[config.mk]
export PLATFORM = sky130hd
export DESIGN_NAME = alu_mul_seq
export DESIGN_NICKNAME = d
export VERILOG_FILES = /design/src/rtl/alu_mul_seq.sv
export SDC_FILE = /design/constraint.sdc
export NUM_CORES = 1
export LEC_CHECK = 0
export CAP_MARGIN = 10
export CORE_MARGIN = 1
export CORE_UTILIZATION = 49
export CTS_BUF_LIST = sky130_fd_sc_hd__clkbuf_4 sky130_fd_sc_hd__clkbuf_8 sky130_fd_sc_hd__clkbuf_16
export CTS_CLUSTER_SIZE = 25
export DETAILED_ROUTE_END_ITERATION = 12
export PLACE_DENSITY = 0.87
export SETUP_SLACK_MARGIN = 0.5
export SLEW_MARGIN = 20
export SYNTH_ARGS = -nofsm -noshare
export SYNTH_HDL_FRONTEND = slang
export SYNTH_SLANG_ARGS = --single-unit
[constraint.sdc]
create_clock -name clk -period 3 [get_ports clk]
set_clock_uncertainty 0.1 [all_clocks]
set_input_delay 0.6 -clock clk [delete_from_list [all_inputs] [get_ports clk]]
set_output_delay 0.6 -clock clk [all_outputs]
set_load 0.01 [all_outputs]
[src/rtl/alu_mul_seq.sv]
// Sequential shift-add multiplier that borrows the core's single ALU.
// While idle the core drives the ALU. While a multiply runs the core is stalled.
`ifndef WORD_WIDTH
`define WORD_WIDTH 32
`endif
`ifndef SHAMT_WIDTH
`define SHAMT_WIDTH 5
`endif
`ifndef ALU_ADD
`define ALU_ADD 4'b0000
`endif

module alu_mul_seq #(
  parameter int WORD_WIDTH  = `WORD_WIDTH,
  parameter int SHAMT_WIDTH = `SHAMT_WIDTH
) (
  input  logic                   clk,
  input  logic                   rst,
  input  logic [3:0]             core_function,
  input  logic [WORD_WIDTH-1:0]  core_src1,
  input  logic [WORD_WIDTH-1:0]  core_src2,
  input  logic [SHAMT_WIDTH-1:0] core_shamt,
  output logic                   core_stall,
  input  logic                   start,
  input  logic [WORD_WIDTH-1:0]  multiplicand,
  input  logic [WORD_WIDTH-1:0]  multiplier,
  output logic                   busy,
  output logic                   done,
  output logic [WORD_WIDTH-1:0]  product,
  output logic [3:0]             alu_function,
  output logic [WORD_WIDTH-1:0]  alu_src1,
  output logic [WORD_WIDTH-1:0]  alu_src2,
  output logic [SHAMT_WIDTH-1:0] alu_shamt,
  input  logic [WORD_WIDTH-1:0]  alu_result
);

  localparam int CW = (WORD_WIDTH > 1) ? $clog2(WORD_WIDTH) : 1;
  localparam logic [CW-1:0] CNT_LAST = CW'(WORD_WIDTH - 1);

  typedef enum logic [1:0] {S_IDLE, S_RUN, S_DONE} state_t;

  state_t                state;
  logic [WORD_WIDTH-1:0] acc;
  logic [WORD_WIDTH-1:0] mcand;
  logic [WORD_WIDTH-1:0] mplier;
  logic [CW-1:0]         cnt;
  logic                  last;

  // Stop as soon as no multiplier bits remain, or after the final bit position.
  assign last = ((mplier >> 1) == '0) || (cnt == CNT_LAST);

  always_comb begin
    alu_function = core_function;
    alu_src1     = core_src1;
    alu_src2     = core_src2;
    alu_shamt    = core_shamt;
    if (state == S_RUN) begin
      alu_function = `ALU_ADD;
      alu_src1     = acc;
      alu_src2     = mplier[0] ? mcand : '0;
      alu_shamt    = '0;
    end
    busy       = (state != S_IDLE);
    core_stall = (state != S_IDLE);
  end

  always_ff @(posedge clk) begin
    if (rst) begin
      state   <= S_IDLE;
      acc     <= '0;
      mcand   <= '0;
      mplier  <= '0;
      cnt     <= '0;
      product <= '0;
      done    <= 1'b0;
    end else begin
      case (state)
        S_IDLE: begin
          done <= 1'b0;
          if (start) begin
            mcand  <= multiplicand;
            mplier <= multiplier;
            acc    <= '0;
            cnt    <= '0;
            state  <= S_RUN;
          end
        end
        S_RUN: begin
          acc    <= alu_result;
          mcand  <= mcand << 1;
          mplier <= mplier >> 1;
          cnt    <= cnt + 1'b1;
          if (last) begin
            product <= alu_result;
            done    <= 1'b1;
            state   <= S_DONE;
          end
        end
        S_DONE: begin
          done  <= 1'b0;
          state <= S_IDLE;
        end
        default: begin
          done  <= 1'b0;
          state <= S_IDLE;
        end
      endcase
    end
  end

endmodule

# Word-level counts from Yosys, hierarchy flattened

Cells that the tools add are included.

Input bits: 172
Word-level logic and storage cells: 38
Register bits: 136
Output and inout port bits: 108

Reductions and logical operators: 9
Mux-type cells: 16
Bitwise gates (word level): 1
Eq/ne operators: 4
$add $sub $neg: 1

Operators by type and width:

| cell                                                             | count |
|---|---|
| 32-bit 2-to-1 mux                                                | 6 |
| 32-bit one-hot mux with 2 select lines                           | 3 |
| 32-bit logical NOT                                               | 1 |
| 5-bit 2-to-1 mux                                                 | 2 |
| 5-bit one-hot mux with 2 select lines                            | 1 |
| 2-bit AND reduction                                              | 3 |
| 5-bit by 1-bit adder with 5-bit output (second input constant)   | 1 |
| 5-bit == test (second input constant)                            | 1 |
| 2-bit 2-to-1 mux                                                 | 2 |
| 4-bit 2-to-1 mux                                                 | 1 |
| 2-bit inequality test (second input constant)                    | 2 |
| 2-bit one-hot mux with 2 select lines                            | 1 |
| 2-bit nonzero test                                               | 2 |
| 2-bit by 1-bit == test with 1-bit output (second input constant) | 1 |
| 2-bit logical NOT                                                | 1 |
| 2-bit OR reduction                                               | 1 |
| 1-bit logical OR                                                 | 1 |
| 1-bit inverter                                                   | 1 |

# Logic depth before layout (Yosys ltp)

Gate-level depths: netlist of run 1.

Depth in word-level cells: 4
Depth in mapped cells: 8
Mapped depth without buffers: 6

# Worst setup path after synthesis of run 1

No wires, ideal clock.

Path type: register -> output
Start point: register state[0]
End point: output port alu_src1[10]
Slack: 0.837 ns
Arrival time: 1.463 ns
Cell stages (with the launch flop): 9
Required time: 2.300 ns
Buffers on the path: 5
Cell sequence: dfxtp_1 > buf_2 > nor2b_1 > clkbuf_2 > buf_4 > buf_2 > buf_1 > nand2_1 > nand2_1

Word-level cells in the longest chain between the ends: 2

Ends and longest elaborated chain:

| element                                  | RTL line | text |
|---|---|---|
| start, declared                          | 42       | `state_t state;` |
| start signal, assigned                   | 69       | `state <= S_IDLE;` |
| start signal, assigned                   | 85       | `state <= S_RUN;` |
| start signal, assigned                   | 96       | `state <= S_DONE;` |
| 2-bit by 1-bit == test with 1-bit output | 57       | `if (state == S_RUN) begin` |
| 32-bit 2-to-1 mux                        | 57       |  |
| end, declared                            | 31       | `output logic [WORD_WIDTH-1:0] alu_src1,` |

Every way passes these cells.

# Worst setup path after layout of run 1

Start point: register state[1]
End point: output port busy

Word-level cells in the longest chain between the ends: 1

Ends and longest elaborated chain:

| element            | RTL line | text |
|---|---|---|
| 2-bit nonzero test | 63       | `busy = (state != S_IDLE);` |
| end, declared      | 27       | `output logic busy,` |

Every way passes these cells.

==> key figures, run 1 <==
Clock network
  • CTS root buf: clkbuf_16
  • CTS tree: built
  • Clk slew on worst S/H paths: ~0.06 ns
  • Worst-Skew Late Latency: between 0.4 and 0.5 ns
  • H-tree depth: 4
  • Clk sink count: about 140
  • TritonCTS Buffers: 17
  • Clk buf depth: 2

STA
  • Hold Slack: around 0.38 ns
  • Final Critical Period: between 2 and 3 ns
  • Hold Violations, Final: 0
  • Unrepaired setup endpoints after global routing: yes
  • Post-route setup slack: 0.452 ns
  • Worst slew pin tran: approximately 0.61 ns
  • Total negative slack: 0 ns
  • Tcrit/Tclk final: a little over four fifths
  • Max Freq: slightly below 400 MHz
  • Slew Limit Fails: 0
  • # setup viols final: 0
  • Rel. slew slack: between 50 and 60%

Power and ir drop
  • Pleak: roughly 0.005 uW
  • Net Sw Frac: 29.4%
  • Power, Total: about 5600 uW
  • Clock share of power: a little under two fifths
  • Max VDD drop: about 0.38 mV
  • Sw Pwr: around 1600 uW
  • Share of power burned in registers: 37.1%
  • Pwr dens: 493 nW/um^2
  • P_int: 3950 uW
  • Logic gate share of total power: about 26%

Floorplan
  • Die H: 126 um
  • Die X: about 130 um
  • Cell row count: 44
  • I/O Pins: between 200 and 300
  • Starting density of the core: about half
  • Core ar.: between 10000 and 15000 sq um
  • Die ar.: 15900 sq um

Synth
  • Largest family of logic cells by synthesized area: simple AND/OR/NAND/NOR gates
  • Adder-cell share of the synthesized area: less than 1%
  • Sequential area share after synthesis: 36.1%
  • Ys async rst share: 0%
  • Mapped Cells: ~1000
  • EDFF count, synth: 0
  • Synth unique cells: a little over 40
  • Synthesized flop and latch total: ~140
  • Multiplexer area fraction after synthesis: less than 1%
  • Post-synthesis compound-gate area fraction: a little over a quarter
  • Synthesized area: 7540 sq um
  • Syn Nets: approximately 1200
  • Syn Area/Cell: ~7.3 sq um
  • Simple-gate area share of the yosys netlist: approximately 28%
  • Synthesis Warnings: 0
  • Ys flop type: dfxtp_1
  • Xor and xnor area share after synthesis: 0%

Detailed routing
  • WL/cell: roughly 19 um
  • First DRT Iteration DRCs: ~860
  • Drt pass-1 iters: 5
  • Antenna-violating nets left: 0
  • Routed vias: roughly 8800
  • Residual DRC: 0
  • DR vias/cell: approximately 6
  • Final WL: approximately 28000 um

Min path
  • Worst hold path class: reg -> reg
  • WHS Endpoint: acc[25]
  • Min-delay src: acc[25]
  • Hold path depth: 1

Critical path
  • FF-to-FF End: product[17]
  • Largest stage delay on the critical path: ~0.53 ns
  • Buf/Inv on CP: 2
  • Critical path startpoint category: flop
  • Largest delay contributor family on the critical path: buffers and inverters
  • Crit-path cells: buf_6, or2_2, clkdlybuf4s50_1
  • R2r setup slk: about 0.64 ns
  • R2R cell count: 11
  • FF-to-FF Start: state[0]
  • Worst Setup Path Type: reg -> out
  • Critical Path Fanout Max: 46
  • Slowest cell on the critical path: clkdlybuf4s50_1
  • Critical path arrival: 1.85 ns
  • Kind of end point of the critical path: output port
  • Worst EP required: about 2.3 ns

Final layout
  • Share of cells above drive strength 1: about 12%
  • N_diodes: 0
  • Fill cells: approximately 1000
  • Nets: roughly 1500
  • Area Overhead vs Synth: 50.5%
  • Most common cell after layout, fill and taps aside: nand2_1
  • Most frequent cells in the layout: nand2_1 (211), clkdlybuf4s50_1 (204), nor2_1 (149)

Global route
  • Number of global-route vias before repair: around 8200
  • Grt ovf: 0
  • Gr usage total: between 30% and 40%
  • Largest net degree at the start of global routing: 69
  • Initial antenna violation count: 1
  • First-pass GRT wire length: 42900 um

Place
  • Setup Slack @ Placement: 0.521 ns
  • PortBufs: roughly 280
  • Hpwl dp: approximately 16000 um
  • GPL Wtd Cong: approximately 0.8

Run status
  • Status: finished clean

Flow run
  • Max_cap viols: 0
routing by layer:
layer  vias up  GRT usage (%)  wire [um]
met3        84           6.24       2220
met5         -              0          0
met4         0           18.3       1220
met2       490           57.4      13400
li1       4154              -          -
met1      4104           40.4      10700
cell families after synthesis:
logic type | Yosys count
mux | 1
fa+ha+maj | 2
simple gates | 491
compound gates | 275
buf+inv | 135
flops | 136
sequential cells by signal, indices dropped and copies added (netlist names):
name and count:
acc 32, mcand 32, mplier 32, product 32
cnt 5, state 2, done 1
final cells by class:
class                   count  area (sq um)  share of cell area, %
clock buffers              20           460                   4.06
clock inverters            12           125                   1.10
inverters                  28           105                  0.926
multi-input cells         770          4290                   37.8
flip-flops and latches    136          2730                   24.1
well taps                 184           230                   2.03
repair buffers            329          3410                   30.1
through the flow:
| stage | cells | utilization, % | instance area, sq um |
|---|---|---|---|
| 4_1_cts | 1475 | 76.9 | 11300 |
| 3_5_place_dp | 1421 | 70.2 | 10400 |
| 2_1_floorplan | 1040 | - | 7540 |
| 3_3_place_gp | 1421 | 70.2 | 10400 |
| 5_1_grt | 1479 | 76.9 | 11300 |
| 6_report | 1479 | 76.9 | 11300 |
synthesized netlist by cell type (2+ instances only):
master / number / area, sq um
a2111oi_0: 57 / 499
a2bb2oi_1: 2 / 17.5
a22o_1: 34 / 298
buf_2: 15 / 75.1
o221a_2: 28 / 315
dfxtp_1: 136 / 2720
nand3_1: 42 / 210
buf_4: 2 / 15.0
nor2b_1: 28 / 175
buf_1: 20 / 75.1
nor4_2: 4 / 50.1
o21ai_0: 24 / 120
a311oi_1: 41 / 359
and2_0: 2 / 12.5
a21oi_1: 84 / 420
ha_1: 2 / 25.0
nor2_1: 150 / 563
nor4_1: 3 / 18.8
clkbuf_1: 65 / 244
buf_6: 4 / 45.0
nand2_1: 211 / 792
and2_1: 39 / 244
inv_1: 28 / 105
or2_2: 2 / 12.5
what timing repair did:
action	in CTS	in global routing
gates resized for setup	87	73
buffers inserted	12	3
cloned	10	1
endpoints found under the setup margin	75	58
hold buffers	0	0
worst max-delay path by stage:
stage	start	end	depth (start not counted)
6_report	state[1]	busy	3
5_1_grt	state[1]	busy	3
4_1_cts	state[0]	alu_src1[7]	6
3_5_place_dp	core_src2[24]	alu_src2[24]	4
3_3_place_gp	core_src2[24]	alu_src2[24]	4
2_1_floorplan	state[0]	alu_src1[10]	8
worst register-to-register path, cell delays in order, from the launching register on:
cell and delay (ns):
dfxtp_4 0.36, nor2b_4 0.14, buf_12 0.13, buf_4 0.14
buf_12 0.12, buf_16 0.14, buf_4 0.14, buf_4 0.22
nand2_1 0.13, buf_4 0.23, nand2_1 0.10, a311oi_1 0.30
power by group through the flow:
stage,registers (uW),logic [uW],clock network (uW)
floorplan,2070,659,0
global placement,2100,1240,0
detailed placement,2100,1270,0
CTS,2070,1420,2080
global route,2090,1550,2160
finish,2070,1440,2080
Power figures use the tool's default switching activity.
==> run 2, diff against run 1 <==
CORE_UTILIZATION = 45   (was 49)
PLACE_DENSITY = 0.81   (was 0.87)
clock period = 2.6 ns   (was 3 ns; I/O delays follow)
==> key figures, run 2 (synthesis gave the netlist of run 1 again) <==
Final layout
  • Fin util: 76.3%
  • Final instance area: approximately 12000 sq um
  • Most common cell after layout, fill and taps aside: clkdlybuf4s50_1
  • Share of cells above drive strength 1: a little over a quarter
  • Most frequent cells in the layout: clkdlybuf4s50_1 (202), nor2_1 (149), nand2_1 (134), dfxtp_1 (134), a21oi_1 (84)
  • Fill cells: around 1100
  • Nets: 1499
  • Area Overhead vs Synth: 63.0%

Power and ir drop
  • Pwr dens: 551 nW/um^2
  • P_int: around 4700 uW
  • Logic gate share of total power: 29.6%
  • Max VDD drop: approximately 0.44 mV
  • Clock share of power: a little over a third
  • Share of power burned in registers: a little over a third
  • Pleak: roughly 0.005 uW
  • Net Sw Frac: 30.2%
  • Sw Pwr: 2050 uW

Clock network
  • Clk sink count: ~140
  • H-tree depth: 4
  • CTS tree: built
  • TritonCTS Buffers: 17
  • Worst-Skew Late Latency: 0.43 ns
  • CTS root buf: clkbuf_16
  • Hold Buf Count CTS: 0
  • Clk buf depth: 2
  • Clk slew on worst S/H paths: around 0.060 ns

Detailed routing
  • DR vias/cell: ~5.9
  • Antenna-violating nets left: 0
  • WL/cell: 19.2 um
  • Routed vias: roughly 9200
  • First DRT Iteration DRCs: ~900
  • Final WL: around 30000 um
  • Residual DRC: 0
  • Drt pass-1 iters: 5

Place
  • Hpwl dp: 16400 um
  • PortBufs: roughly 280
  • Setup Slack @ Placement: between 0.2 and 0.3 ns
  • GPL Wtd Cong: just under 0.8
  • Placement Cell Area: 10500 sq um

Global route
  • Number of global-route vias before repair: roughly 8500
  • Initial antenna violation count: 1
  • Largest net degree at the start of global routing: just over 100
  • Gr usage total: around 33%
  • Grt ovf: 0
  • First-pass GRT wire length: between 40000 and 50000 um

STA
  • Max Freq: approximately 430 MHz
  • Final Critical Period: 2.30 ns
  • # setup viols final: 0
  • Hold Slack: around 0.38 ns
  • Hold Violations, Final: 0
  • Unrepaired setup endpoints after global routing: yes
  • Rel. slew slack: between 60 and 70%
  • Post-route setup slack: 0.299 ns
  • Total negative slack: 0 ns
  • Tcrit/Tclk final: between 80% and 90%
  • Worst slew pin tran: 0.538 ns
  • Slew Limit Fails: 0

Critical path
  • Largest delay contributor family on the critical path: buffers and inverters
  • Largest stage delay on the critical path: 0.36 ns
  • Critical path startpoint category: flop
  • FF-to-FF Start: state[0]
  • Worst EP required: 1.98 ns
  • Kind of end point of the critical path: output port
  • Slowest cell on the critical path: dfxtp_4
  • Critical Path Fanout Max: 7
  • Crit-path cells: nand2b_4, buf_4, buf_12, buf_8, o21ai_1, buf_2
  • Crit path from: state[1]
  • Buf/Inv on CP: 4
  • Critical path arrival: between 1.5 and 2 ns
  • Worst Setup Path Type: reg -> out

Run status
  • Status: finished clean

Floorplan
  • Starting density of the core: between 40 and 50%
  • I/O Pins: 280
  • Core ar.: about 16000 sq um
  • Die H: ~130 um
  • Die X: around 130 um
  • Die ar.: 17300 sq um
  • Cell row count: 46

Min path
  • Min-delay src: acc[2]
  • Worst hold path class: reg -> reg

Flow run
  • Max_cap viols: 0
run 2: cell count changes in the layout (fill, tap and decap cells not counted), moves of 19 or more:
| cell | change |
|---|---|
| nand2_2 | +59 |
| buf_6 | +30 |
| o21ai_0 | -19 |
| dlygate4sd2_1 | -23 |
| nand2_1 | -77 |
| clkbuf_2 | -22 |
| dlymetal6s2s_1 | -21 |
| buf_2 | +52 |
run 2: worst paths after layout:
path              depth (start not counted)  slack (ns)      endpoint
setup reg to reg                          7        0.43   product[16]
hold / removal                            1        0.38        acc[2]
hold reg to reg                           1        0.38        acc[2]
setup / recovery                          6        0.30  alu_src2[24]
run 2: what timing repair did:
item | 4_1_cts | 5_1_grt
pin swaps | 52 | 44
setup buffers | 35 | 15
setup endpoints to repair | 91 | 120
resized for setup | 416 | 127
cloned | 15 | 1
run 2: area by class of cell:
class                           count  area [sq um]  area share (%)
Timing Repair Buffer              372          3870            31.5
Multi-Input combinational cell    770          4740            38.5
Clock buffer                       24           503            4.09
Sequential cell                   136          2730            22.2
Clock inverter                      8          70.1           0.570
Inverter                           28           105           0.855
Tap cell                          216           270            2.20
Antenna cell                        1          2.50          0.0204
run 2: power groups by stage:
stage / Clock, uW / Combinational (uW) / Sequential (uW)
after detailed placement: 0 / 1490 / 2430
final: 2370 / 2010 / 2400
after CTS: 2370 / 1800 / 2390
after global routing: 2470 / 2130 / 2420
after global placement: 0 / 1460 / 2420
after floorplan: 0 / 760 / 2380
run 2: metrics by stage:
stage               std cells  power, uW
floorplan                1040       3140
global placement         1456       3890
detailed placement       1456       3920
CTS                      1538       6570
global route             1555       7020
finish                   1555       6780
run 2: layer usage:
metal	vias up	share of wire (%)	global-route usage, %
li1	4259	-	-
met2	496	49	54.2
met5	-	0	0
met1	4359	39	40.0
met4	0	3.9	16.6
met3	82	8.2	6.91
